### src/rtl/sr_flag_pkg.sv
// Shared constants and helpers for the SR flag arbiter.
package sr_flag_pkg;

    // Command encoding on {s, r}
    localparam logic [1:0] CMD_NOP = 2'b00;
    localparam logic [1:0] CMD_CLR = 2'b01;
    localparam logic [1:0] CMD_SET = 2'b10;
    localparam logic [1:0] CMD_ILL = 2'b11;

    // Ceiling log2, minimum 1 so a width is never zero
    function automatic int clog2(input int value);
        int width;
        width = 1;
        while ((1 << width) < value) begin
            width = width + 1;
        end
        return width;
    endfunction

endpackage

### src/rtl/rr_arbiter.sv
// Combinational round-robin arbiter: grants the first requester at or after ptr,
// searching cyclically. The pointer register lives in the parent.
module rr_arbiter
    import sr_flag_pkg::*;
#(
    parameter int N_REQ = 4,
    parameter int REQ_W = clog2(N_REQ)
) (
    input  logic [N_REQ-1:0] req,
    input  logic [REQ_W-1:0] ptr,
    output logic [N_REQ-1:0] grant,
    output logic [REQ_W-1:0] grant_id
);

    logic found;
    int   pos;

    // Cyclic priority search starting at the pointer
    always_comb begin
        grant    = '0;
        grant_id = '0;
        found    = 1'b0;
        pos      = 0;
        for (int i = 0; i < N_REQ; i++) begin
            pos = int'(ptr) + i;
            if (pos >= N_REQ) begin
                pos = pos - N_REQ;
            end
            if (!found && req[pos]) begin
                found      = 1'b1;
                grant[pos] = 1'b1;
                grant_id   = REQ_W'(pos);
            end
        end
    end

endmodule

### src/rtl/sr_flag_arbiter.sv
// Shared bank of SR flags written by N requesters through a round-robin
// valid/ready port. S=R=1 commands leave the bank untouched and are logged
// in sticky error registers instead.
module sr_flag_arbiter
    import sr_flag_pkg::*;
#(
    parameter int N_REQ  = 4,
    parameter int N_FLAG = 8,
    parameter int IDX_W  = clog2(N_FLAG),
    parameter int REQ_W  = clog2(N_REQ),
    parameter int CNT_W  = 8
) (
    input  logic                   clk,
    input  logic                   reset,
    input  logic [N_REQ-1:0]       req_valid,
    input  logic [N_REQ-1:0]       req_s,
    input  logic [N_REQ-1:0]       req_r,
    input  logic [N_REQ*IDX_W-1:0] req_idx,
    output logic [N_REQ-1:0]       req_ready,
    output logic [N_FLAG-1:0]      flags,
    output logic                   err,
    output logic [REQ_W-1:0]       err_src,
    output logic [CNT_W-1:0]       err_cnt,
    input  logic                   clr_err
);

    logic [REQ_W-1:0]  ptr;
    logic [N_REQ-1:0]  grant;
    logic [REQ_W-1:0]  gid;
    logic              xfer;
    logic [1:0]        cmd;
    logic [IDX_W-1:0]  sel_idx;
    logic              illegal;
    logic [N_FLAG-1:0] flags_nxt;

    rr_arbiter #(
        .N_REQ (N_REQ),
        .REQ_W (REQ_W)
    ) u_rr_arbiter (
        .req      (req_valid),
        .ptr      (ptr),
        .grant    (grant),
        .grant_id (gid)
    );

    // Grant gating and decode of the winning command
    always_comb begin
        req_ready = reset ? '0 : grant;
        xfer      = |req_ready;
        cmd       = {req_s[gid], req_r[gid]};
        sel_idx   = req_idx[int'(gid)*IDX_W +: IDX_W];
        illegal   = xfer && (cmd == CMD_ILL);
    end

    // Next flag bank; out-of-range indices fall through as no-ops
    always_comb begin
        flags_nxt = flags;
        if (xfer && (int'(sel_idx) < N_FLAG)) begin
            case (cmd)
                CMD_SET: flags_nxt[sel_idx] = 1'b1;
                CMD_CLR: flags_nxt[sel_idx] = 1'b0;
                default: flags_nxt = flags;
            endcase
        end
    end

    // Flag bank and round-robin pointer
    always_ff @(posedge clk) begin
        if (reset) begin
            flags <= '0;
            ptr   <= '0;
        end else begin
            flags <= flags_nxt;
            if (xfer) begin
                ptr <= (gid == REQ_W'(N_REQ - 1)) ? '0 : gid + 1'b1;
            end
        end
    end

    // Error logging; a new illegal command takes priority over clr_err
    always_ff @(posedge clk) begin
        if (reset) begin
            err     <= 1'b0;
            err_src <= '0;
            err_cnt <= '0;
        end else if (illegal) begin
            err <= 1'b1;
            if (!err || clr_err) begin
                err_src <= gid;
            end
            if (clr_err) begin
                err_cnt <= CNT_W'(1);
            end else if (err_cnt != '1) begin
                err_cnt <= err_cnt + 1'b1;
            end
        end else if (clr_err) begin
            err     <= 1'b0;
            err_src <= '0;
            err_cnt <= '0;
        end
    end

endmodule

### config.mk
export PLATFORM = sky130hd
export DESIGN_NAME = sr_flag_arbiter
export DESIGN_NICKNAME = d
export VERILOG_FILES = /design/src/rtl/sr_flag_pkg.sv /design/src/rtl/rr_arbiter.sv /design/src/rtl/sr_flag_arbiter.sv
export SDC_FILE = /design/constraint.sdc
export NUM_CORES = 1
export LEC_CHECK = 0
export CORE_MARGIN = 8
export CORE_UTILIZATION = 40
export DETAILED_ROUTE_END_ITERATION = 8
export MAX_ROUTING_LAYER = met4
export PLACE_DENSITY = 0.78
export REMOVE_ABC_BUFFERS = 1
export SLEW_MARGIN = 20
export SYNTH_ARGS = -nofsm -noshare
export SYNTH_HDL_FRONTEND = slang
export SYNTH_SLANG_ARGS = --single-unit
### constraint.sdc
create_clock -name clk -period 10.4 [get_ports clk]
set_input_delay 2.08 -clock clk [delete_from_list [all_inputs] [get_ports clk]]
set_output_delay 2.08 -clock clk [all_outputs]
set_load 0.05 [all_outputs]
; ---- After elaboration in Yosys (flattened, before gate mapping)
; Cells that the tools add are included.
[word_totals]
word_cells = 117
in_bits = 27
out_inout_bits = 23
register_bits = 21
[classes]
bitwise = 6
multipliers = 1
reduce_logical = 21
n_mux = 53
eq_ne = 6
n_shift = 1
addsub = 9
order_cmp = 15
[ops]
columns = operator, count
row1 = 32-bit by 1-bit greater-or-equal comparator with 1-bit output (second input constant), 4
row2 = 32-bit by 4-bit < comparator with 1-bit output (second input constant), 4
row3 = 32-bit two-way mux, 4
row4 = 32-bit by 4-bit greater-or-equal comparator with 1-bit output (second input constant), 3
row5 = 32-bit by 4-bit subtractor with 32-bit output (second input constant), 3
row6 = 8-bit two-way mux, 4
row7 = 1-bit two-way mux, 20
row8 = 4-bit two-way mux, 5
row9 = 2-bit two-way mux, 8
row10 = 8-bit one-hot mux with 2 select lines, 1
row11 = 1-bit binary-select mux with 2-bit select, 6
row12 = 4-bit bitwise OR, 3
row13 = 12-bit by 5-bit indexed part select with 3-bit output, 1
row14 = 1-bit logical AND, 9
row15 = 8-bit by 1-bit adder with 8-bit output (second input constant), 1
row16 = 8-bit AND, 1
row17 = 1-bit demux with 2-bit select, 4
row18 = 8-bit inequality test (second input constant), 1
row19 = 8-bit NOT, 1
row20 = 8-bit bitwise OR, 1
row21 = 2-bit by 2-bit adder with 3-bit output (second input constant), 2
row22 = 2-bit equality test (second input constant), 3
row23 = 2-bit AND reduction, 3
row24 = 2-bit nonzero test, 3
row25 = other kinds (14), 17

; ---- Depth between registers and ports, before layout
[logic_depth]
ltp_word = 24
mapped_depth = 16

; ---- Cells and area by module
; Synthesis repeated with hierarchy kept, for this count alone.
[unflattened]
cells_unflattened = 175
area_unflattened_um2 = 1729.2
[modules_own_cells]
columns = mod, cells_per_inst, n_inst, seq_area_each_um2, area_each_um2
row1 = sr_flag_arbiter, 126, 1, 420.4, 1272.5
row2 = rr_arbiter, 49, 1, 0.0, 456.7

; ---- Least setup slack after synthesis
; Ideal clock, no wire load.
[synth_timing]
path_kind = input to output
startpoint = input req_valid[0]
endpoint = output req_ready[3]
n_path_buf = 1
setup_slack_ns = 4.664
arrival_time_ns = 3.656
t_required_ns = 8.320
stages = 5
cell_sequence = clkbuf_1 or3b_2 a2111oi_1 or2_2 a221o_2
[synth_via]
elab_chain_len = 14
[synth_lines]
columns = element, line
row1 = start: declaration, sr_flag_arbiter.sv:15  ; input logic [N_REQ-1:0] req_valid,
row2 = 1-bit binary-select mux with 2-bit select, rr_arbiter.sv:29  ; if (!found && req[pos]) begin
row3 = 1-bit two-way mux (not written as such) (2 in series), rr_arbiter.sv:29
row4 = 1-bit two-way mux, rr_arbiter.sv:29
row5 = 1-bit zero test, rr_arbiter.sv:29
row6 = 1-bit logical AND, rr_arbiter.sv:29
row7 = 1-bit two-way mux, rr_arbiter.sv:29
row8 = 1-bit zero test, rr_arbiter.sv:29
row9 = 1-bit logical AND, rr_arbiter.sv:29
row10 = 1-bit two-way mux, rr_arbiter.sv:29
row11 = 1-bit zero test, rr_arbiter.sv:29
row12 = 1-bit logical AND, rr_arbiter.sv:29
row13 = 4-bit two-way mux (*), rr_arbiter.sv:29
row14 = 4-bit two-way mux (*), sr_flag_arbiter.sv:48  ; req_ready = reset ? '0 : grant;
row15 = end: declaration, sr_flag_arbiter.sv:19  ; output logic [N_REQ-1:0] req_ready,
; Mark *: on every way between the ends. The rest lies on a longest branch, timed or not. The select of a mux whose other input is x is not followed.

; ---- Worst setup path in the final report
[layout_timing]
startpoint = input req_valid[2]
endpoint = output req_ready[3]
; The elaborated chain is that of the path after synthesis.

==> impl_metrics.env <==
export IMPL_rsz0062_at_grt="false"
export IMPL_ios=50
export IMPL_grt_overflow_total=0
export IMPL_status="finished clean"
export IMPL_die_area_um2=6590
export IMPL_grt_pass1_wl_mm=7.13
export IMPL_dr_first_iter_drc_count=154
export IMPL_setup_tns_final_ps=0
export IMPL_tritoncts="done"
export IMPL_fin_skew_ps=5.50
export IMPL_synth_top_cell_area_share=0.248
export IMPL_critPathRequiredTime_ps=8320
export IMPL_start_util=0.418
export IMPL_clockBufferDepth=2
export IMPL_period_share=0.672
export IMPL_via_per_inst=5.75
export IMPL_antenna_found_initial=0
export IMPL_start_kind="input port"
export IMPL_hpwl_mm=3.38
export IMPL_place_congestion=0.843
export IMPL_synth_top_area_cell="dfxtp_1"
export IMPL_finalHoldViolCount=0
export IMPL_design_core_area_um2=4060
export IMPL_drive_gt1_frac=0.113
export IMPL_crit_arrival_ps=4910
export IMPL_cts_hold_buf=0
export IMPL_clk_pin_slew_ps=70
export IMPL_numPortBuffers=49
export IMPL_synth_edff_count=0
export IMPL_cts_resized=0
export IMPL_num_antenna_cells=0
export IMPL_ys_seq_area_frac=0.248
export IMPL_synth_cell_types=46
export IMPL_die_w_um=81.2
export IMPL_grt_start_max_net_pins=22
export IMPL_slew_headroom=0.565
export IMPL_synthTopCellsByCount="25 x mux2i_1, 21 x dfxtp_1, 14 x a21oi_1"
export IMPL_fillers=380
export IMPL_max_freq_ghz=0.143
export IMPL_clkSinkCount=21
export IMPL_dr_total_vias=1609
export IMPL_fin_util=0.557
export IMPL_async_reset_ff_frac=0
export IMPL_syn_area_um2=1700
export IMPL_path_class="in2out"
export IMPL_critPathCaptureType="output pin"
export IMPL_setup_viol=0
export IMPL_cap_violations=0
export IMPL_synth_warnings=0
export IMPL_yosysMostFrequentCell="mux2i_1"
export IMPL_path_common_cell="clkdlybuf4s50_1"
export IMPL_drt_pass1_iter_count=4
export IMPL_clockRootBuffer="clkbuf_8"
export IMPL_clock_latency_ps=260
export IMPL_synth_ff_type="dfxtp_1"
export IMPL_fin_nets=265
export IMPL_power_per_cell_area_nw_per_um2=245
export IMPL_route_detailed_drc=0
export IMPL_final_max_slew_viol_count=0
export IMPL_netlist_top_cells_area="dfxtp_1 25%, mux2i_1 15%, ha_1 5.2%"
export IMPL_syn_inst=188
export IMPL_hp_class="reg2reg"
export IMPL_ys_ff_latch=21
export IMPL_avgSynthCellArea_um2=9.03
export IMPL_p_leak_nw=0.824
export IMPL_area_growth_pct=33.0
export IMPL_max_slew_worst_pin_slew_ps=647
export IMPL_grt_pass1_vias=1524
export IMPL_rows=23
export IMPL_min_period_ps=6990
export IMPL_htreeDepth=1
export IMPL_die_h_um=81.2
export IMPL_crit_chain="clkdlybuf4s50_1 > or3b_2 > a2111oi_1 > or2_2 > a221o_2 > clkdlybuf4s50_1"
export IMPL_routed_wl_mm=4.33
export IMPL_avgRoutedWirePerCell_um=15.4
export IMPL_postCtsSetupRepairBufs=0
export IMPL_cp_slowest_cell="clkdlybuf4s50_1"
export IMPL_track_usage=0.137
export IMPL_max_stage_delay_ps=830
export IMPL_numCtsBuffers=3
export IMPL_path_max_fanout=9
export IMPL_vdd_ir_drop_max_mv=0.116
export IMPL_antenna_left=0
-- worst max-delay path: cells and delay by family --
| family | cells | cell delay [ps] |
|---|---|---|
| buffers and inverters | 2 | 1430 |
| AOI/OAI and AO/OA | 2 | 690 |
| and+or+nand+nor | 2 | 710 |
-- layout by cell type (no fill, tap or decap), drive strengths merged, types with 2 or more instances in the layout --
cell and instances:
clkdlybuf4s50 49, mux2i 25, dfxtp 21, a21oi 14, nand2b 10, nor2 10
nor2b 9, ha 7, o21ai 6, nor4 6, nand4 5, and3 5
nand3b 4, a22o 4, and2 4, a221o 4, nand3 4, a311oi 4
inv 3, or2 3, mux2 3, clkbuf 3, a2111oi 3, mux4 2
or3b 2, a211oi 2, o41a 2, buf 2, o41ai 2
-- where the power goes --
part / switching [mW] / internal, mW
logic: 0.226 / 0.164
registers: 0.0166 / 0.0924
clock network: 0.0271 / 0.0267
-- cell type report --
| class | count | area [um^2] | share of cell area |
|---|---|---|---|
| multi-input cells | 151 | 1210 | 0.537 |
| flip-flops and latches | 21 | 420 | 0.186 |
| clock inverters | 1 | 5.00 | 0.00222 |
| inverters | 3 | 11.3 | 0.00499 |
| clock buffers | 3 | 41.3 | 0.0183 |
| well taps | 50 | 62.6 | 0.0277 |
| repair buffers | 51 | 505 | 0.224 |
-- through the flow --
| stage | setup slack (ps) | power (mW) | std cells | hold slack [ps] | instance area (um^2) |
|---|---|---|---|---|---|
| global placement | 3490 | 0.492 | 276 | 459 | 2210 |
| detailed placement | 3430 | 0.498 | 276 | 464 | 2210 |
| finish | 3410 | 0.553 | 280 | 478 | 2260 |
| CTS | 3430 | 0.553 | 280 | 481 | 2260 |
| global route | 3280 | 0.590 | 280 | 502 | 2260 |
| floorplan | 4840 | 0.396 | 175 | 615 | 1640 |
-- worst paths after layout --
path,slack (ps),depth (start not counted),to,from
setup / recovery,3410,6,req_ready[3],req_valid[2]
hold / removal,480,2,flop,flop
setup reg to reg,6140,13,err_cnt[5]$_SDFFE_PP0P_,ptr[0]$_SDFFE_PP0P_
hold reg to reg,480,2,flop,flop
-- metal layers --
layer | GRT usage | vias to the layer above | routed length, um
met2 | 0.204 | 43 | 1960
met3 | 0.0320 | 4 | 232
met4 | 0.0429 | 0 | 51
li1 | - | 805 | -
met1 | 0.178 | 757 | 2080
met5 | - | - | 0
-- cells by family (layout without fill, tap and decap cells) --
family / count (synthesis) / count (layout) / synth area share
and+or+nand+nor: 68 / 68 / 0.248
AOI/OAI and AO/OA: 45 / 45 / 0.212
muxes: 30 / 30 / 0.194
DFF: 21 / 21 / 0.248
buffers and inverters: 16 / 58 / 0.0420
adders and majority gates: 7 / 7 / 0.0516
xor gates and xnor gates: 1 / 1 / 0.00516
(Power assumes the default switching activity.)
